**src/rtl/multicycle_state_ctrl_if.sv**
```systemverilog
// Control-side bundle between the multicycle next-state controller and its
// environment: IR opcode and memory/resume handshakes in, state and debug counters out.
interface multicycle_state_ctrl_if #(
    parameter int CNT_W = 32
);
    logic [5:0]       opcode;
    logic             InsReady;
    logic             MemReady;
    logic             Resume;
    logic [2:0]       state;
    logic             Halted;
    logic             IllegalOp;
    logic [CNT_W-1:0] CycleCount;
    logic [CNT_W-1:0] RetireCount;

    modport master (
        output opcode, InsReady, MemReady, Resume,
        input  state, Halted, IllegalOp, CycleCount, RetireCount
    );

    modport slave (
        input  opcode, InsReady, MemReady, Resume,
        output state, Halted, IllegalOp, CycleCount, RetireCount
    );
endinterface

```
**src/rtl/multicycle_state_ctrl.sv**
```systemverilog
// Next-state controller for the multicycle CPU: sequences IF/ID/EXE/MEM/WB,
// stalls on memory ready, latches halt/illegal flags and keeps debug counters.
module multicycle_state_ctrl #(
    parameter int CNT_W = 32
) (
    input  logic                  CLK,
    input  logic                  Reset,
    multicycle_state_ctrl_if.slave bus
);
    typedef enum logic [2:0] {
        S_IF   = 3'b000,
        S_ID   = 3'b001,
        S_AEXE = 3'b110,
        S_BEXE = 3'b101,
        S_CEXE = 3'b010,
        S_MEM  = 3'b011,
        S_AWB  = 3'b111,
        S_CWB  = 3'b100
    } state_e;

    localparam logic [5:0] OP_ADD  = 6'b000000, OP_SUB  = 6'b000001, OP_ADDI = 6'b000010,
                           OP_OR   = 6'b010000, OP_AND  = 6'b010001, OP_ORI  = 6'b010010,
                           OP_SLL  = 6'b011000, OP_SLT  = 6'b100110, OP_SLTI = 6'b100111,
                           OP_SW   = 6'b110000, OP_LW   = 6'b110001, OP_BEQ  = 6'b110100,
                           OP_J    = 6'b111000, OP_JR   = 6'b111001, OP_JAL  = 6'b111010,
                           OP_HALT = 6'b111111;

    state_e           state_q, state_d;
    logic             halted_q, halted_d;
    logic             illegal_q, illegal_d;
    logic [CNT_W-1:0] cycle_q, cycle_d;
    logic [CNT_W-1:0] retire_q, retire_d;
    logic             retire;

    always_ff @(posedge CLK) begin
        if (Reset) begin
            state_q   <= S_IF;
            halted_q  <= 1'b0;
            illegal_q <= 1'b0;
            cycle_q   <= '0;
            retire_q  <= '0;
        end else begin
            state_q   <= state_d;
            halted_q  <= halted_d;
            illegal_q <= illegal_d;
            cycle_q   <= cycle_d;
            retire_q  <= retire_d;
        end
    end

    always_comb begin
        state_d   = state_q;
        halted_d  = halted_q;
        illegal_d = illegal_q;
        retire    = 1'b0;
        // Halted is only ever set on the way into IF, so clearing it here
        // never races with the set in ID.
        if (halted_q && bus.Resume) halted_d = 1'b0;
        case (state_q)
            S_IF:   if (!halted_q && bus.InsReady) state_d = S_ID;
            S_ID: begin
                case (bus.opcode)
                    OP_J, OP_JR, OP_JAL: begin
                        state_d = S_IF;
                        retire  = 1'b1;
                    end
                    OP_HALT: begin
                        state_d  = S_IF;
                        retire   = 1'b1;
                        halted_d = 1'b1;
                    end
                    OP_BEQ:       state_d = S_BEXE;
                    OP_SW, OP_LW: state_d = S_CEXE;
                    OP_ADD, OP_SUB, OP_ADDI, OP_OR, OP_AND, OP_ORI,
                    OP_SLL, OP_SLT, OP_SLTI: state_d = S_AEXE;
                    default: begin
                        state_d   = S_IF;
                        illegal_d = 1'b1;
                    end
                endcase
            end
            S_AEXE: state_d = S_AWB;
            S_CEXE: state_d = S_MEM;
            S_MEM: begin
                if (bus.MemReady) begin
                    if (bus.opcode == OP_LW) begin
                        state_d = S_CWB;
                    end else begin
                        state_d = S_IF;
                        retire  = 1'b1;
                    end
                end
            end
            S_AWB, S_BEXE, S_CWB: begin
                state_d = S_IF;
                retire  = 1'b1;
            end
            default: state_d = S_IF;
        endcase
        cycle_d  = halted_q ? cycle_q : cycle_q + CNT_W'(1);
        retire_d = retire ? retire_q + CNT_W'(1) : retire_q;
    end

    assign bus.state       = state_q;
    assign bus.Halted      = halted_q;
    assign bus.IllegalOp   = illegal_q;
    assign bus.CycleCount  = cycle_q;
    assign bus.RetireCount = retire_q;
endmodule

```
**src/flat_wrapper.sv**
```systemverilog
// flat-port wrapper written by rule: the top's interface ports become plain ports
module multicycle_state_ctrl_flat 
#(
    parameter int CNT_W = 32
)
  (CLK, Reset, bus_opcode, bus_InsReady, bus_MemReady, bus_Resume, bus_state, bus_Halted, bus_IllegalOp, bus_CycleCount, bus_RetireCount);
  multicycle_state_ctrl_if #(.CNT_W(CNT_W)) bus_i ();
  input  logic CLK;
  input  logic Reset;
  input wire logic [$bits(bus_i.opcode)-1:0] bus_opcode;
  input wire logic [$bits(bus_i.InsReady)-1:0] bus_InsReady;
  input wire logic [$bits(bus_i.MemReady)-1:0] bus_MemReady;
  input wire logic [$bits(bus_i.Resume)-1:0] bus_Resume;
  output wire logic [$bits(bus_i.state)-1:0] bus_state;
  output wire logic [$bits(bus_i.Halted)-1:0] bus_Halted;
  output wire logic [$bits(bus_i.IllegalOp)-1:0] bus_IllegalOp;
  output wire logic [$bits(bus_i.CycleCount)-1:0] bus_CycleCount;
  output wire logic [$bits(bus_i.RetireCount)-1:0] bus_RetireCount;
  assign bus_i.opcode = bus_opcode;
  assign bus_i.InsReady = bus_InsReady;
  assign bus_i.MemReady = bus_MemReady;
  assign bus_i.Resume = bus_Resume;
  assign bus_state = bus_i.state;
  assign bus_Halted = bus_i.Halted;
  assign bus_IllegalOp = bus_i.IllegalOp;
  assign bus_CycleCount = bus_i.CycleCount;
  assign bus_RetireCount = bus_i.RetireCount;
  multicycle_state_ctrl #(.CNT_W(CNT_W)) u_core (.CLK(CLK), .Reset(Reset), .bus(bus_i));
endmodule
```
**config.mk**
```make
export PLATFORM = sky130hd
export DESIGN_NAME = multicycle_state_ctrl_flat
export DESIGN_NICKNAME = d
export VERILOG_FILES = /design/src/rtl/multicycle_state_ctrl_if.sv /design/src/rtl/multicycle_state_ctrl.sv /design/src/flat_wrapper.sv
export SDC_FILE = /design/constraint.sdc
export NUM_CORES = 1
export LEC_CHECK = 0
export BUFFER_PORTS_ARGS = -buffer_cell sky130_fd_sc_hd__buf_2
export CORE_ASPECT_RATIO = 0.5
export CORE_MARGIN = 2
export CORE_UTILIZATION = 50
export CTS_CLUSTER_SIZE = 16
export DETAILED_ROUTE_END_ITERATION = 10
export PLACE_DENSITY = 0.85
export REMOVE_ABC_BUFFERS = 1
export SLEW_MARGIN = 25
export SYNTH_ARGS = -nofsm -noshare
export SYNTH_HDL_FRONTEND = slang
export SYNTH_SLANG_ARGS = --single-unit
```
**constraint.sdc**
```tcl
create_clock -name CLK -period 2.5 [get_ports CLK]
set_input_delay 0.5 -clock CLK [delete_from_list [all_inputs] [get_ports CLK]]
set_output_delay 0.5 -clock CLK [all_outputs]
set_load 0.03 [all_outputs]
```
# [Word level (Yosys, flattened, before mapping)]
# Cells that the tools add are included.
[totals] inputBits=11 output_inout_bits=69 regBits=69
[classes] addsub=2 muxes=12 bitwise_logic=1 n_reduce_logical=12 n_eq_ne=24
[op_table] op="adder 32 x 1 -> 32 bit, second input constant" count=2
[op_table] op="equality test 6 bit, second input constant" count=9
[op_table] op="equality test 6 x 5 -> 1 bit, second input constant" count=4
[op_table] op="case mux 3 bit (6 select lines)" count=1
[op_table] op="OR reduction 16 bit" count=1
[op_table] op="equality test 3 bit, second input constant" count=4
[op_table] op="two-way mux 3 bit" count=3
[op_table] op="case mux 3 bit (3 select lines)" count=1
[op_table] op="OR reduction 9 bit" count=1
[op_table] op="equality test 3 x 2 -> 1 bit, second input constant" count=2
[op_table] op="equality test 6 x 1 -> 1 bit, second input constant" count=1
[op_table] op="equality test 6 x 2 -> 1 bit, second input constant" count=1
[op_table] op="zero test 6 bit" count=1
[op_table] op="two-way mux 1 bit" count=6
[op_table] op="AND reduction 2 bit" count=2
[op_table] op="OR reduction 4 bit" count=1
[op_table] op="equality test 3 x 1 -> 1 bit, second input constant" count=1
[op_table] op="zero test 3 bit" count=1
[op_table] op="case mux 1 bit (3 select lines)" count=1
[op_table] op="OR reduction 3 bit" count=1
[op_table] op="logical AND 1 bit" count=2
[op_table] op="inequality test 2 x 1 -> 1 bit, second input constant" count=1
[op_table] op="inequality test 2 bit, second input constant" count=1
[op_table] op="OR reduction 2 bit" count=1
[op_table] op="other kinds (2)" count=2

# [Longest topological paths before layout]
# Gate-level depths: netlist of run 1.
[depth] ltp_word=4 ltp_mapped=8 depth_no_buf=6

# [Worst setup path after synthesis of run 1]
# Ideal clock, no wire load.
[synth_timing] kind="register -> register" start="register u_core.state_q[0] (netlist: u_core.bus.state[0])" end="register u_core.retire_q[15] (netlist: u_core.bus.RetireCount[15])" n_path_buf=2 stages_incl_launch_ff=8 arrival_ps=2027 setup_ps=121 t_required_ps=2379 setup_slack_ps=352 cell_sequence="dfxtp_1 -> nor3b_2 -> o2111a_1 -> buf_6 -> o21ai_2 -> buf_6 -> nor4_1 -> mux2_2"
[synth_via] elab_chain_len=3 word_cells_on_any_way=7 classes_between="eq/ne (5); mux (1); reduce/logical (1)"
[synth_rtl] item="start, declared" line_no="multicycle_state_ctrl.sv:28" rtl="state_e state_q, state_d;"
[synth_rtl] item="start signal, assigned" line_no="multicycle_state_ctrl.sv:43" rtl="state_q <= state_d;"
[synth_rtl] item="equality test 3 bit" line_no="multicycle_state_ctrl.sv:59" rtl="case (state_q)"
[synth_rtl] item="OR reduction 3 bit" line_no="multicycle_state_ctrl.sv:59"
[synth_rtl] item="case mux 1 bit (3 select lines) *" line_no="multicycle_state_ctrl.sv:59"
[synth_rtl] item="end signal, assigned" line_no="multicycle_state_ctrl.sv:47" rtl="retire_q <= retire_d;"
[synth_rtl] item="end, declared" line_no="multicycle_state_ctrl.sv:32" rtl="logic [CNT_W-1:0] retire_q, retire_d;"
# Every way passes the cells marked *; elsewhere a longest branch is shown, timed or not.
# A chain may end at the register's enable or synchronous reset.

# [Final worst setup path of run 1]
[layout_timing] start="register u_core.retire_q[6] (netlist: u_core.bus.RetireCount[6])" end="register u_core.retire_q[28] (netlist: u_core.bus.RetireCount[28])"
[layout_via] elab_chain_len=1
[layout_rtl] item="adder 32 x 1 -> 32 bit" line_no="multicycle_state_ctrl.sv:101" rtl="retire_d = retire ? retire_q + CNT_W'(1) : retire_q;"
# Every way passes these cells.

==> flow_metrics.tcl, run 1 <==
set metrics [dict create \
    maxCapViolations 0 \
    p_seq_share_pct 47.4 \
    boundaryPins 80 \
    swShare_pct 22.4 \
    post-cts-setup-buffers 0 \
    netlist_instances 400 \
    cts_tree "done" \
    rows 21 \
    startpoint_type "flop" \
    worstSkewPairLatency_ps 330 \
    synth_warnings 0 \
    detail_route.vias_per_cell 5.55 \
    status "finished, final reports clean" \
    synth_edf_count 0 \
    area_delta_synth_final_pct 21.3 \
    synth_area_leaders "dfxtp_1 40%, xor2_1 9.7%, nor2_1 6.7%" \
    cts_hold_buf 0 \
    grt_max_degree 38 \
    path_clk_slew_ps 50 \
    ant_nets 0 \
    core_mm2 0.00667 \
    htree_levels 3 \
    cp.arrival_ps 2300 \
    skew_ps 4.27 \
    routabilityCongestion 0.846 \
    cpPeakStageDelay_ps 520 \
    cts_sinks 69 \
    nFillCells 607 \
    synth_largest_area_cell "dfxtp_1" \
    fmax_mhz 490 \
    numCtsBuffers 9 \
    power_switching_w 0.000530 \
    hold_viol 0 \
    end_kind "flop" \
    drv_slew 0 \
    layout-drive-gt1-share_pct 22.8 \
    slew_headroom_pct 55.9 \
    die_w_um 121 \
    worstPathRequired_ps 2760 \
    post-place-ws_ps 321 \
    grt.busiest_layer "met2" \
    yosysMostFrequentCell "dfxtp_1" \
    drt_iter0_markers 159 \
    portBuffers 79 \
    initial_utilization_pct 51.5 \
    num_vias 3188 \
    synthArstFlopShare_pct 0 \
    path_class "flop to flop" \
    cp_max_fo 11 \
    drc 0 \
    crit_chain "nand4_4 -> nor4_4 -> nand2_1 -> or4b_1 -> a21oi_1" \
    setup_ws_ps 460 \
    peakVddDrop_v 0.000316 \
    drt-total-wl_um 7690 \
    worst_pin_slew_ps 662 \
    antenna_found_initial 0 \
    met2_usage_pct 35.7 \
    synth_cell_type_count 53 \
    crit_slowest_cell "or4b_1" \
    grt_overflow 0 \
    synth.top_cell.area_share_pct 40.2 \
    grt_pass1_wl_um 13300 \
    antennaDiodeCount 0 \
    power.internal_w 0.00184 \
    grtUsageMet1_pct 27.1 \
    cts_resized 0 \
    dr.pass1.iters 4 \
    clockPowerShare_pct 47.6 \
    path_delay_family "simple AND/OR/NAND/NOR gates" \
    min_period_over_period_pct 81.6 \
    grt_pass1_vias 2908 \
    syn_area_mm2 0.00344 \
    combinationalPowerShare_pct 5.0 \
    ys_seq_area_share_pct 40.2 \
    wl_per_cell_um 13.4 \
    p_leak_nw 1.76 \
    ctsLongestPathBuffers 2 \
    final.min_clock_period_ps 2040 \
    design.die.area_mm2 0.00760 \
    cp_num_buf_inv 0 \
    power_density_mw_per_mm2 569 \
    avgSynthCellArea_um2 8.60 \
    ys_ff_latch 69 \
    hp-class "input pin to flop" \
    nets 491 \
    synth-main-ff-cell "dfxtp_1" \
    die_y_um 62.6 \
    dp_hpwl_um 5360 \
    grt_usage_pct 21.5 \
    setup_viol 0 \
    cts-root-buf "clkbuf_16" \
    synthTopCellsByCount "69 x dfxtp_1, 61 x nor2_1, 38 x xor2_1, 26 x nand2_1, 22 x a21oi_1" \
    rsz0062_at_grt "no" \
    use_met3_pct 6.11 \
    setup_tns_ps 0 \
]
cell type report:
class | count | area [um2] | share of cell area (%)
Clock buffer | 13 | 250 | 6.00
Multi-Input combinational cell | 307 | 1950 | 46.7
Timing Repair Buffer | 86 | 448 | 10.7
Clock inverter | 2 | 10.0 | 0.240
Inverter | 5 | 18.8 | 0.450
Sequential cell | 69 | 1380 | 33.1
Tap cell | 92 | 115 | 2.76
final timing paths:
path | from | endpoint | slack, ps | cells past startpoint
worst max-delay path | u_core.bus.RetireCount[6] | u_core.bus.RetireCount[28] | 460 | 5
worst min-delay path | bus_Resume | u_core.bus.Halted | 440 | 3
worst max register to register | u_core.bus.RetireCount[6] | u_core.bus.RetireCount[28] | 460 | 5
worst min register to register | u_core.bus.IllegalOp | u_core.bus.IllegalOp | 470 | 2
routing by layer:
metal	share of wire, %	wire (um)
met5	0	0
met1	47	3600
met4	1.2	90
met2	47	3630
met3	4.8	369
cell usage in the layout (no fill, tap or decap), types with 6 or more instances in the layout:
cell / n
o21ai_0: 15
buf_4: 7
a21oi_1: 22
nand3_1: 17
clkbuf_16: 9
o211ai_1: 8
buf_2: 79
nor2_1: 61
xnor2_1: 7
nand2b_1: 6
nand2_1: 26
or3_1: 8
xor2_1: 38
and4_1: 6
or4_1: 6
nand4_1: 14
nor2b_1: 6
dfxtp_1: 69
and3_1: 12
state kept, by name, summed over array words and instances, names as in the netlist:
signal / cells
u_core.bus.CycleCount: 32
u_core.bus.state: 3
u_core.bus.RetireCount: 32
u_core.bus.Halted: 1
u_core.bus.IllegalOp: 1
cell families after synthesis:
group	synth area share [%]
xor gates and xnor gates	11.5
and+or+nand+nor	30.5
AOI/OAI and AO/OA	13.0
adders and majority gates	0.728
DFF	40.2
buffers and inverters	3.20
muxes	0.946
worst register-to-register path, delay by kind of cell (launching register included):
kind               cells  cell delay, ps
DFF                    1             450
AOI/OAI and AO/OA      1             150
and+or+nand+nor        4            1370
through the flow:
step           utilization (%)  cell area [um2]  cells  hold slack [ps]  total power (W)
6_report                  62.5             4170    574              442          0.00237
4_1_cts                   62.5             4170    574              433          0.00239
5_1_grt                   62.5             4170    574              454          0.00245
3_5_place_dp              58.6             3910    559              468          0.00126
2_1_floorplan                -             3350    381              569          0.00121
3_3_place_gp              58.6             3910    559              459          0.00126
power groups by stage:
stage / logic [W] / registers [W] / clock network (W)
2_1_floorplan: 0.0000455 / 0.00116 / 0
3_3_place_gp: 0.000117 / 0.00115 / 0
3_5_place_dp: 0.000118 / 0.00115 / 0
4_1_cts: 0.000119 / 0.00112 / 0.00115
5_1_grt: 0.000131 / 0.00113 / 0.00119
6_report: 0.000118 / 0.00112 / 0.00113
No activity file was read; power rests on OpenSTA's default activity.
==> run 2, diff against run 1 <==
- ABC_AREA: not set -> 1
- PLACE_DENSITY: 0.85 -> 0.83
- clock period: 2.5 -> 1.9 ns (I/O delays scaled with it)
==> flow_metrics.tcl, run 2 <==
set metrics [dict create \
    power.internal_w 0.00265 \
    drc 0 \
    grt_overflow 0 \
    timing.hold.ws_ps 342 \
    hp-start "bus_Resume" \
    final_cell_mix "205 x nand2_1, 135 x nor2_1, 79 x buf_2" \
    syn_area_mm2 0.00409 \
    grt_pass1_vias 4129 \
    design.die.area_mm2 0.00897 \
    end_kind "flop" \
    antenna_found_initial 0 \
    routabilityCongestion 0.912 \
    cts_sinks 69 \
    path_clk_slew_ps 50 \
    post-cts-setup-buffers 0 \
    synth_cell_type_count 34 \
    htree_levels 3 \
    synth.top_cell.area_share_pct 33.8 \
    ys_seq_area_share_pct 33.8 \
    top_layer "met4" \
    layout-drive-gt1-share_pct 15.1 \
    cts-root-buf "clkbuf_16" \
    fin_area_mm2 0.00492 \
    crit_slowest_cell "dfxtp_1" \
    grt_usage_pct 24.5 \
    peakVddDrop_v 0.000481 \
    detail_route.vias_per_cell 5.21 \
    area_delta_synth_final_pct 20.1 \
    min_period_over_period_pct 90.8 \
    ys_ff_latch 69 \
    path_class "flop to flop" \
    status "finished, final reports clean" \
    r2r_end "u_core.bus.RetireCount[18]" \
    worstSkewPairLatency_ps 330 \
    p_seq_share_pct 43.5 \
    combinationalPowerShare_pct 4.5 \
    drt-total-wl_um 10700 \
    startpoint_type "flop" \
    rsz0062_at_grt "no" \
    drt_iter0_markers 323 \
    power_density_mw_per_mm2 688 \
    rows 23 \
    dr_wl_met2_um 4910 \
    setup_viol 0 \
    wl_per_cell_um 12.2 \
    cts_tree "done" \
    fmax_mhz 580 \
    swShare_pct 21.8 \
    crit_top_cell "nand3_1" \
    p_leak_nw 2.07 \
    dr_wl_met3_um 639 \
    slew_headroom_pct 71.8 \
    grt_pass1_wl_um 17900 \
    hp-class "input pin to flop" \
    worstPathRequired_ps 2130 \
    cp_max_fo 6 \
    initial_utilization_pct 51.3 \
    drv_slew 0 \
    yosysMostFrequentCell "nand2_1" \
    num_vias 4552 \
    netlist_instances 674 \
    dr.pass1.iters 6 \
    boundaryPins 80 \
    die_w_um 132 \
    whs_endpoint "u_core.bus.Halted" \
    maxCapViolations 0 \
    avgSynthCellArea_um2 6.07 \
    numCtsBuffers 9 \
    cts_resized 0 \
    dp_cells 857 \
    synth_area_leaders "dfxtp_1 34%, nand2_1 19%, nor2_1 12%" \
    cp.arrival_ps 1950 \
    final.min_clock_period_ps 1720 \
    synth-main-ff-cell "dfxtp_1" \
    antennaDiodeCount 0 \
    grt_max_degree 44 \
    synthArstFlopShare_pct 0 \
    regToRegSetupSlack_ps 180 \
    core_mm2 0.00797 \
    rr_worst_depth 8 \
    ant_nets 0 \
    nFillCells 786 \
    hold_viol 0 \
    dp_hpwl_um 7620 \
    ctsLongestPathBuffers 2 \
    r2r-start "u_core.bus.RetireCount[0]" \
    crit_chain "ha_1 -> nand3_1 -> nor2_1 -> nand3_1 -> nor3_1 -> nand3_1 -> nand2_1 -> nor2_1" \
    skew_ps 5.20 \
    cpPeakStageDelay_ps 390 \
    synth_edf_count 0 \
    nets 769 \
    synth_warnings 0 \
    wl_met1_um 4920 \
    power_switching_w 0.000736 \
    worst_pin_slew_ps 421 \
    finalNonFillerCells 873 \
    hold_depth 4 \
    clockPowerShare_pct 52.0 \
    portBuffers 79 \
    setup_tns_ps 0 \
    synth_largest_area_cell "dfxtp_1" \
    die_y_um 68.0 \
    cts_hold_buf 0 \
    synthTopCellsByCount "205 x nand2_1, 135 x nor2_1, 72 x inv_1, 69 x dfxtp_1, 45 x a21oi_1" \
    placed_area_mm2 0.00461 \
    final_common_cell "nand2_1" \
]
run 2: cell count changes after synthesis, sizes merged, moves of 8 or more:
cell	before	now
and3	12	0
nand4	15	29
a21oi	22	45
nor3	3	13
nor2	61	142
clkbuf	13	5
nand3	17	41
or3	8	0
xor2	38	7
nand2	26	208
inv	5	73
run 2: metrics by stage:
step	total power [W]	utilization, %	worst slack, ps
floorplan	0.00159	-	-43.0
global placement	0.00165	57.8	266
detailed placement	0.00165	57.8	214
CTS	0.00341	61.7	209
global route	0.00351	61.7	9.83
finish	0.00338	61.7	175
run 2: cell type report:
class | instances | area [um2] | area share, %
Clock inverter | 5 | 75.1 | 1.53
Multi-Input combinational cell | 518 | 2360 | 48.0
Tap cell | 112 | 140 | 2.85
Timing Repair Buffer | 85 | 453 | 9.21
Sequential cell | 69 | 1380 | 28.1
Clock buffer | 11 | 233 | 4.73
Inverter | 73 | 274 | 5.57
run 2: critical path, delay by kind of cell, from the launching register on:
kind                     cells  cell delay (ps)
flip-flops                   1              390
AND/OR/NAND/NOR              7              980
adder cells (fa/ha/maj)      1              240
run 2: worst max-delay path by stage:
stage	end	startpoint
after global placement	u_core.bus.CycleCount[20]	u_core.bus.CycleCount[1]
after CTS	u_core.bus.RetireCount[18]	u_core.bus.RetireCount[0]
after global routing	u_core.bus.CycleCount[24]	u_core.bus.CycleCount[1]
final	u_core.bus.RetireCount[18]	u_core.bus.RetireCount[0]
after floorplan	u_core.bus.RetireCount[25]	u_core.bus.state[1]
after detailed placement	u_core.bus.RetireCount[18]	u_core.bus.RetireCount[0]
run 2: cell families after synthesis:
family | Yosys count | share of synthesized area [%]
and+or+nand+nor | 435 | 45.4
DFF | 69 | 33.8
buffers and inverters | 87 | 8.56
AOI/OAI and AO/OA | 70 | 9.29
adders and majority gates | 2 | 0.611
xor gates and xnor gates | 11 | 2.35
run 2: power groups by stage:
stage	combinational (W)	clock, W	sequential (W)
global placement	0.000148	0	0.00150
detailed placement	0.000151	0	0.00150
CTS	0.000152	0.00179	0.00147
global route	0.000172	0.00186	0.00147
finish	0.000152	0.00176	0.00147
floorplan	0.0000678	0	0.00152
run 2: routing by layer:
layer,track usage (%),vias up
met5,0,-
met1,29.3,2053
li1,-,2328
met4,9.78,0
met3,6.07,22
met2,43.7,149
